$ cat config.mk
export PLATFORM = sky130hd
export DESIGN_NAME = dpi_call_arbiter_flat
export DESIGN_NICKNAME = d
export VERILOG_FILES = /design/src/rtl/dpi_call_arbiter_if.sv /design/src/rtl/dpi_call_arbiter.sv /design/src/flat_wrapper.sv
export SDC_FILE = /design/constraint.sdc
export NUM_CORES = 1
export LEC_CHECK = 0
export BUFFER_PORTS_ARGS = -buffer_cell sky130_fd_sc_hd__buf_2
export CAP_MARGIN = 10
export CORE_MARGIN = 2
export CORE_UTILIZATION = 54
export DETAILED_ROUTE_END_ITERATION = 16
export GPL_TIMING_DRIVEN = 0
export MAX_ROUTING_LAYER = met4
export PLACE_DENSITY = 0.92
export REMOVE_ABC_BUFFERS = 1
export SLEW_MARGIN = 0
export SYNTH_ARGS = -nofsm -noshare
export SYNTH_HDL_FRONTEND = slang
export SYNTH_SLANG_ARGS = --single-unit
export TNS_END_PERCENT = 20
$ cat constraint.sdc
create_clock -name clk -period 4.95 [get_ports clk]
set_input_delay 0.99 -clock clk [delete_from_list [all_inputs] [get_ports clk]]
set_output_delay 0.99 -clock clk [all_outputs]
set_load 0.01 [all_outputs]
$ cat src/rtl/dpi_call_arbiter_if.sv
// Handshake bundle for dpi_call_arbiter: requester side plus the shared engine channel.
interface dpi_call_arbiter_if #(
  parameter int NREQ  = 4,
  parameter int WIDTH = 32
);
  localparam int IDW = $clog2(NREQ);

  logic [NREQ-1:0]       req;
  logic [NREQ*WIDTH-1:0] req_arg;
  logic [NREQ-1:0]       ack;
  logic [WIDTH-1:0]      result;
  logic                  call_valid;
  logic                  call_ready;
  logic [WIDTH-1:0]      call_arg;
  logic [IDW-1:0]        call_id;
  logic                  rsp_valid;
  logic [WIDTH-1:0]      rsp_data;
  logic                  busy;
  logic                  err_timeout;
  logic                  err_spurious;

  modport slave (
    input  req, req_arg, call_ready, rsp_valid, rsp_data,
    output ack, result, call_valid, call_arg, call_id, busy, err_timeout, err_spurious
  );

  modport master (
    output req, req_arg, call_ready, rsp_valid, rsp_data,
    input  ack, result, call_valid, call_arg, call_id, busy, err_timeout, err_spurious
  );
endinterface

$ cat src/rtl/dpi_call_arbiter.sv
// Round-robin arbiter sharing one DPI call channel among NREQ requesters, with watchdog.
// Optional statistics outputs (call_count, max_wait) enabled by defining DPI_ARB_STATS_EN.
module dpi_call_arbiter #(
  parameter int NREQ    = 4,
  parameter int WIDTH   = 32,
  parameter int TIMEOUT = 256
) (
  input  logic                 clk,
  input  logic                 rst,
  dpi_call_arbiter_if.slave    bus
`ifdef DPI_ARB_STATS_EN
  ,
  output logic [31:0]          call_count,
  output logic [15:0]          max_wait
`endif
);
  localparam int IDW = $clog2(NREQ);
  localparam int unsigned N = NREQ;

  typedef enum logic [1:0] {S_IDLE, S_ISSUE, S_WAIT, S_DONE} state_t;

  state_t          state;
  logic [IDW-1:0]  ptr;
  logic [31:0]     cnt;
  logic [IDW-1:0]  grant_id;
  logic [WIDTH-1:0] grant_arg;
  logic            found;
  int unsigned     k;
  logic            timeout_hit;

  // First requester strictly after ptr, wrapping around.
  always_comb begin
    grant_id  = '0;
    grant_arg = '0;
    found     = 1'b0;
    k         = 0;
    for (int unsigned i = 1; i <= N; i++) begin
      k = (32'(ptr) + i) % N;
      if (!found && bus.req[IDW'(k)]) begin
        found     = 1'b1;
        grant_id  = IDW'(k);
        grant_arg = bus.req_arg[k*WIDTH +: WIDTH];
      end
    end
  end

  assign timeout_hit = (TIMEOUT != 0) && (cnt == 32'(TIMEOUT - 1));

`ifdef DPI_ARB_STATS_EN
  logic [15:0] wait_len;
  // WAIT duration of the call ending this cycle is cnt+1.
  always_comb begin
    wait_len = (cnt >= 32'h0000_FFFF) ? 16'hFFFF : (cnt[15:0] + 16'd1);
  end
`endif

  always_ff @(posedge clk or posedge rst) begin
    if (rst) begin
      state            <= S_IDLE;
      ptr              <= IDW'(NREQ - 1);
      cnt              <= '0;
      bus.ack          <= '0;
      bus.result       <= '0;
      bus.call_valid   <= 1'b0;
      bus.call_arg     <= '0;
      bus.call_id      <= '0;
      bus.busy         <= 1'b0;
      bus.err_timeout  <= 1'b0;
      bus.err_spurious <= 1'b0;
`ifdef DPI_ARB_STATS_EN
      call_count       <= '0;
      max_wait         <= '0;
`endif
    end else begin
      if (bus.rsp_valid && state != S_WAIT) bus.err_spurious <= 1'b1;
      unique case (state)
        S_IDLE: begin
          if (found) begin
            bus.call_id    <= grant_id;
            bus.call_arg   <= grant_arg;
            bus.call_valid <= 1'b1;
            bus.busy       <= 1'b1;
            state          <= S_ISSUE;
          end
        end
        S_ISSUE: begin
          if (bus.call_ready) begin
            bus.call_valid <= 1'b0;
            cnt            <= '0;
            state          <= S_WAIT;
          end
        end
        S_WAIT: begin
          if (bus.rsp_valid || timeout_hit) begin
            bus.result <= bus.rsp_valid ? bus.rsp_data : '0;
            if (!bus.rsp_valid) bus.err_timeout <= 1'b1;
            bus.ack    <= NREQ'(1) << bus.call_id;
            state      <= S_DONE;
`ifdef DPI_ARB_STATS_EN
            if (wait_len > max_wait) max_wait <= wait_len;
`endif
          end else begin
            cnt <= cnt + 32'd1;
          end
        end
        S_DONE: begin
          bus.ack  <= '0;
          bus.busy <= 1'b0;
          ptr      <= bus.call_id;
          state    <= S_IDLE;
`ifdef DPI_ARB_STATS_EN
          call_count <= call_count + 32'd1;
`endif
        end
        default: state <= S_IDLE;
      endcase
    end
  end
endmodule
$ cat src/flat_wrapper.sv
// flat-port wrapper written by rule: the top's interface ports become plain ports
module dpi_call_arbiter_flat 
#(
  parameter int NREQ    = 4,
  parameter int WIDTH   = 32,
  parameter int TIMEOUT = 256
)
  (clk, rst, bus_req, bus_req_arg, bus_call_ready, bus_rsp_valid, bus_rsp_data, bus_ack, bus_result, bus_call_valid, bus_call_arg, bus_call_id, bus_busy, bus_err_timeout, bus_err_spurious);
  dpi_call_arbiter_if #(.NREQ(NREQ), .WIDTH(WIDTH)) bus_i ();
  input  logic clk;
  input  logic rst;
  input wire logic [$bits(bus_i.req)-1:0] bus_req;
  input wire logic [$bits(bus_i.req_arg)-1:0] bus_req_arg;
  input wire logic [$bits(bus_i.call_ready)-1:0] bus_call_ready;
  input wire logic [$bits(bus_i.rsp_valid)-1:0] bus_rsp_valid;
  input wire logic [$bits(bus_i.rsp_data)-1:0] bus_rsp_data;
  output wire logic [$bits(bus_i.ack)-1:0] bus_ack;
  output wire logic [$bits(bus_i.result)-1:0] bus_result;
  output wire logic [$bits(bus_i.call_valid)-1:0] bus_call_valid;
  output wire logic [$bits(bus_i.call_arg)-1:0] bus_call_arg;
  output wire logic [$bits(bus_i.call_id)-1:0] bus_call_id;
  output wire logic [$bits(bus_i.busy)-1:0] bus_busy;
  output wire logic [$bits(bus_i.err_timeout)-1:0] bus_err_timeout;
  output wire logic [$bits(bus_i.err_spurious)-1:0] bus_err_spurious;
  assign bus_i.req = bus_req;
  assign bus_i.req_arg = bus_req_arg;
  assign bus_i.call_ready = bus_call_ready;
  assign bus_i.rsp_valid = bus_rsp_valid;
  assign bus_i.rsp_data = bus_rsp_data;
  assign bus_ack = bus_i.ack;
  assign bus_result = bus_i.result;
  assign bus_call_valid = bus_i.call_valid;
  assign bus_call_arg = bus_i.call_arg;
  assign bus_call_id = bus_i.call_id;
  assign bus_busy = bus_i.busy;
  assign bus_err_timeout = bus_i.err_timeout;
  assign bus_err_spurious = bus_i.err_spurious;
  dpi_call_arbiter #(.NREQ(NREQ), .WIDTH(WIDTH), .TIMEOUT(TIMEOUT)) u_core (.clk(clk), .rst(rst), .bus(bus_i));
endmodule
==> results of run 1 <==
metrics by stage:
stage	instances	util [%]
4_1_cts	1155	65.97
2_1_floorplan	673	-
3_5_place_dp	1139	63.96
3_3_place_gp	1130	62.26
6_report	1162	66.24
5_1_grt	1159	66.19
layout by cell type (no fill, tap or decap), types with 3 or more instances in the layout:
master / count
ha_1: 5
buf_16: 7
dfrtp_1: 108
and3_1: 10
o31ai_1: 3
mux2i_1: 3
inv_1: 11
diode_2: 6
buf_2: 241
xor2_1: 9
mux4_2: 128
o21ai_1: 9
nand2b_1: 8
nand3_1: 8
nand4_1: 18
o21ai_0: 13
buf_12: 3
a31oi_1: 53
nor4_1: 7
a221oi_1: 33
nor3_1: 5
clkbuf_16: 9
nor2_1: 55
nor2b_1: 34
or4_1: 5
a21oi_1: 11
or3_1: 8
nand3b_1: 3
nand2_1: 56
a22o_1: 32
sequential cells by signal, summed over array words and instances, names as in the netlist:
signal,cells
u_core.bus.ack,4
u_core.bus.busy,1
u_core.bus.call_arg,32
u_core.bus.call_id,2
u_core.bus.call_valid,1
u_core.bus.err_spurious,1
u_core.bus.err_timeout,1
u_core.bus.result,32
u_core.cnt,32
u_core.ptr,2
u_core.state,2
worst max path at each step:
stage	from	to	slack [ps]	depth (start not counted)
global placement	u_core.ptr[0]$_DFFE_PP1P_	u_core.bus.call_arg[12]$_DFFE_PP0P_	-1750	3
CTS	u_core.state[0]$_DFFE_PP0P_	u_core.cnt[30]$_DFFE_PP0P_	1250	7
floorplan	u_core.ptr[0]$_DFFE_PP1P_	u_core.bus.call_arg[27]$_DFFE_PP0P_	90	5
global route	u_core.state[0]$_DFFE_PP0P_	u_core.cnt[30]$_DFFE_PP0P_	1280	7
finish	u_core.state[0]$_DFFE_PP0P_	u_core.cnt[30]$_DFFE_PP0P_	1580	7
detailed placement	bus_rsp_valid	u_core.cnt[30]$_DFFE_PP0P_	1220	6
worst max-delay path: stages (launching register included):
cell     delay (ps)
dfrtp_1         400
inv_1            80
ha_1            500
and2_1          470
nor3_2          790
nand4_1         440
or3_1           430
a21oi_1         160
cells in the mapped netlist (all sizes together) (2+ instances only):
library cell | n | area, um2
mux4 | 128 | 2883
dfrtp | 108 | 2703
nor2 | 57 | 224.0
nand2 | 56 | 210.2
a31oi | 54 | 337.8
clkbuf | 40 | 150.1
nor2b | 35 | 219.0
a221oi | 33 | 289.0
a22o | 32 | 280.3
buf | 32 | 181.4
o21ai | 23 | 126.4
nand4 | 18 | 112.6
a21oi | 13 | 68.82
inv | 12 | 45.04
and3 | 10 | 62.56
xor2 | 9 | 78.83
nand2b | 8 | 50.05
nand3 | 8 | 40.04
or3 | 8 | 50.05
nor4 | 7 | 43.79
nor3 | 6 | 35.03
or4 | 6 | 48.80
ha | 5 | 62.56
mux2 | 3 | 33.78
mux2i | 3 | 30.03
nand3b | 3 | 22.52
o31ai | 3 | 22.52
or3b | 3 | 26.28
and2 | 2 | 12.51
and4 | 2 | 17.52
dfstp | 2 | 52.55
o211a | 2 | 27.53
area by class of cell:
type,count,share of cell area (%)
clock buffer,9,2.156
multi-input combinational,551,53.37
tap,216,2.587
clock inverter,7,0.8744
timing repair buffer,251,13.97
inverter,12,0.4551
sequential,110,26.45
antenna,6,0.1437
logic make-up after synthesis:
| logic type | after synthesis |
|---|---|
| muxes | 134 |
| DFF | 110 |
| and+or+nand+nor | 232 |
| AOI/OAI and AO/OA | 171 |
| xor gates and xnor gates | 9 |
| buffers and inverters | 84 |
| adders and majority gates | 5 |
power breakdown:
group          leakage [nW]  switching [mW]  internal, mW  total [mW]
clock                 0.151           0.383         0.406       0.790
combinational          2.67            1.70          1.75        3.45
sequential             1.36           0.249          1.23        1.48
metal layers:
layer	up-vias	part of all wire (%)
li1	3425	-
met1	3857	36
met2	442	51
met3	64	9.1
met4	0	3.0
met5	-	0
==> flow_summary.toml, run 1 <==
[run_status]
status = "finished clean"

[global_route]
busiest_layer = "met2"
grt_pass1_vias = 7605
grt_use_met1_pct = 34.64
overflow = 0
grtUsageTotal_pct = 28.87
grt_pass1_wl_um = 37470
grtUsageMet2_pct = 46.81
grtUsageMet3_pct = 6.759
grt_max_degree = 77
antenna_found_initial = 3

[worst_setup_path]
path_class = "reg -> reg"
cp.arrival_ps = 3640
worstReg2RegEnd = "u_core.cnt[30]$_DFFE_PP0P_"
r2r_start = "u_core.state[0]$_DFFE_PP0P_"
r2r_setup_slack_ps = 1580
critical_path_required_ps = 5220
cp-start-kind = "flop"
end_kind = "flop"
r2r_cells = 7
cp_max_fo = 21

[job]
drv_cap = 0

[clock_network]
cts-root-buf = "clkbuf_16"
post_cts_resized = 0
postCtsSetupBuffers = 0
cts_buffer_depth = 2
htree_levels = 3
worst_skew_pair.late_latency_ps = 360
numCtsBuffers = 9
cts.sinks = 110
cts_tree = "done"
cts_hold_buf = 0
clk_pin_slew_ps = 80

[logic_synthesis]
synthXorXnorAreaFrac_pct = 0.9088
syn_area_per_cell_um2 = 11.64
synth_top_family_by_area = "multiplexers"
synthFlopType = "dfrtp_1"
synth_seq_cells = 110
syn_inst = 745
yosys.area_share.adder_pct = 0.7213
synthSimpleGateAreaFrac_pct = 13.86
muxShareOfSynthArea_pct = 33.97
synth_edf_count = 0
synth-compound-area-share_pct = 14.43
synth_seq_area_share_pct = 31.77
synth.distinct_cells = 59
synth_warnings = 0
netlist_area_um2 = 8673
async_reset_ff_share_pct = 100.0

[floorplan]
core_um2 = 15770
ios = 242
floorplan.initialDensity_pct = 55.00
die-area_um2 = 17090
die_w_um = 130.7
std_cell_rows = 46
die_h_um = 130.7

[min_path]
worstHoldStart = "u_core.bus.err_spurious$_DFFE_PP0P_"
hold_depth = 1
hold_class = "reg -> reg"
holdPathEnd = "u_core.bus.err_spurious$_DFFE_PP0P_"

[layout]
seq_area_um2 = 2763
multi_input_area_um2 = 5575
drive_above_1_share_pct = 43.94
nFillCells = 1157
fin_area_um2 = 10450
area_growth_pct = 20.44
nets = 1108

[power_and_ir_drop]
power_mw = 5.716
power.density_nw_per_um2 = 547.2
total_leakage_power_nw = 4.184
max-vdd-ir-drop_uv = 280.2

[timing]
slew_violations = 0
setup_ws_ps = 1582
fmax_mhz = 296.9
whs_ps = 469.9
period_minus_slack_ps = 3368
setup-violations-final = 0
fin_skew_ps = 14.32
rsz0062_at_grt = "false"
finalCritPeriodShare_pct = 68.04
fin_tns_setup_ps = 0
worstMarginPinSlew_ps = 993.5
slew_headroom_pct = 33.51
finalHoldViolations = 0

[place]
pre_cts_ws_ps = 1219
place_congestion = 0.8409
hpwl_um = 17270
placedInstanceArea_um2 = 10090
io_buffers = 241

[route]
wire_per_inst_um = 20.75
drtAntennaViolNets = 0
drtPass1Iterations = 5
routed_wl_um = 24120
dr.first_iter.drc_count = 738
via_count = 7788
drc = 0
via_per_inst = 6.702
Note: power is estimated with default switching activity, not from simulation.
==> inputs of run 2 (changes only) <==
--- a/config.mk
+++ b/config.mk
@@ -8,11 +8,11 @@
 export BUFFER_PORTS_ARGS = -buffer_cell sky130_fd_sc_hd__buf_2
 export CAP_MARGIN = 10
 export CORE_MARGIN = 2
-export CORE_UTILIZATION = 54
+export CORE_UTILIZATION = 49
 export DETAILED_ROUTE_END_ITERATION = 16
 export GPL_TIMING_DRIVEN = 0
 export MAX_ROUTING_LAYER = met4
-export PLACE_DENSITY = 0.92
+export PLACE_DENSITY = 0.89
 export REMOVE_ABC_BUFFERS = 1
 export SLEW_MARGIN = 0
 export SYNTH_ARGS = -nofsm -noshare
==> constraint.sdc (replaced) <==
create_clock -name clk -period 3 [get_ports clk]
set_input_delay 0.6 -clock clk [delete_from_list [all_inputs] [get_ports clk]]
set_output_delay 0.6 -clock clk [all_outputs]
set_load 0.01 [all_outputs]
==> flow_summary.toml, run 2 (synthesized netlist as in run 1, its figures left out) <==
[worst_setup_path]
cp-start-kind = "flop"
cp_max_fo = 33
path_depth = 6
critical_path_required_ps = 3260
cp.arrival_ps = 3100
path_class = "reg -> reg"
slowest_delay_ps = 1010
r2r_cells = 6
worstPathCellList = "inv_1, a2111o_1, nand3_1, buf_8, nand2_1, a31oi_1"
crit_buf_inv = 2
critPathSlowestCell = "dfstp_4"
end_kind = "flop"
critPathTopFamily = "flip-flops"

[route]
drtAntennaViolNets = 0
via_count = 7829
dr.first_iter.drc_count = 669
via_per_inst = 6.691
drtPass1Iterations = 6
drc = 0
routed_wl_um = 24130
wire_per_inst_um = 20.62

[place]
io_buffers = 241
place_congestion = 0.8613
hpwl_um = 17050
placedInstanceArea_um2 = 10070
dp.cells = 1147
pre_cts_ws_ps = -674.7

[power_and_ir_drop]
total_leakage_power_nw = 4.211
max-vdd-ir-drop_uv = 759.7
power.density_nw_per_um2 = 916.1
power_mw = 9.615

[timing]
slew_headroom_pct = 28.63
fin_skew_ps = 13.32
finalCritPeriodShare_pct = 94.36
period_minus_slack_ps = 2831
slew_violations = 0
finalHoldViolations = 0
setup_ws_ps = 169.2
fmax_mhz = 353.3
worstMarginPinSlew_ps = 1061
setup-violations-final = 0
rsz0062_at_grt = "false"
whs_ps = 331.6

[layout]
final_cell_mix = "buf_2, mux4_2, dfrtp_1"
nFillCells = 1348
top_regs = "u_core.bus.call_arg x32, u_core.bus.result x32, u_core.cnt x32"
nets = 1110
drive_above_1_share_pct = 44.06
area_growth_pct = 21.00
final_cells = 1170
fin_area_um2 = 10500
final_common_cell = "buf_2"

[clock_network]
worst_skew_pair.late_latency_ps = 370
cts-root-buf = "clkbuf_16"
htree_levels = 3
clk_pin_slew_ps = 90
cts_tree = "done"
cts.sinks = 110
numCtsBuffers = 9
cts_hold_buf = 0
cts_buffer_depth = 2

[job]
drv_cap = 0

[min_path]
hold_class = "in -> async"

[floorplan]
die-area_um2 = 18780
std_cell_rows = 48
ios = 242
core_um2 = 17300
floorplan.initialDensity_pct = 50.14
die_w_um = 137.0
die_h_um = 137.0

[global_route]
grt_pass1_vias = 7637
grt_pass1_wl_um = 37820
grt_max_degree = 73
overflow = 0
antenna_found_initial = 3
grtUsageTotal_pct = 26.25

[run_status]
status = "finished clean"
-- run 2: per-stage QoR --
stage          utilization (%)  setup TNS (ps)
4_1_cts                  60.47               0
3_5_place_dp             58.24           -9833
2_1_floorplan                -         -114920
3_3_place_gp             56.83         -324960
5_1_grt                  60.68               0
6_report                 60.68               0
-- run 2: power by group --
part	leakage, nW	switching, mW	internal (mW)	total, mW
sequential	1.36	0.468	2.03	2.50
combinational	2.69	2.80	2.96	5.76
clock	0.163	0.605	0.753	1.36
total	4.21	3.87	5.74	9.61
-- run 2: final timing paths --
kind / startpoint / to / slack, ps
hold reg to reg: u_core.bus.err_spurious$_DFFE_PP0P_ / u_core.bus.err_spurious$_DFFE_PP0P_ / 460
setup / recovery: u_core.ptr[0]$_DFFE_PP1P_ / u_core.bus.call_arg[0]$_DFFE_PP0P_ / 170
min in group clk: bus_rsp_data[16] / u_core.bus.result[16]$_DFFE_PP0P_ / 450
hold / removal: rst / u_core.bus.result[7]$_DFFE_PP0P_ / 330
setup reg to reg: u_core.ptr[0]$_DFFE_PP1P_ / u_core.bus.call_arg[0]$_DFFE_PP0P_ / 170
max in group asynchronous: rst / u_core.ptr[1]$_DFFE_PP1P_ / 1880
-- run 2: per-layer routing --
| layer | track usage (%) | up-vias | part of all wire [%] |
|---|---|---|---|
| met5 | - | - | 0 |
| li1 | - | 3419 | - |
| met4 | 9.622 | 0 | 2.3 |
| met2 | 42.79 | 505 | 51 |
| met1 | 32.47 | 3861 | 37 |
| met3 | 5.556 | 44 | 9.8 |
-- run 2: final cells by class --
class	count	area, um2	share of cell area, %
antenna	3	7.507	0.07153
clock inverter	6	102.6	0.9776
multi-input combinational	551	5595	53.31
timing repair buffer	253	1469	14.00
tap	225	281.5	2.682
sequential	110	2763	26.32
clock buffer	10	229.0	2.182
inverter	12	47.55	0.4530
-- run 2: timing repair --
| action | CTS | global route |
|---|---|---|
| endpoints found under the setup margin | 54 | 53 |
| buffers inserted | 3 | 1 |
| pin swaps | 1 | 0 |
| resized for setup | 2 | 3 |
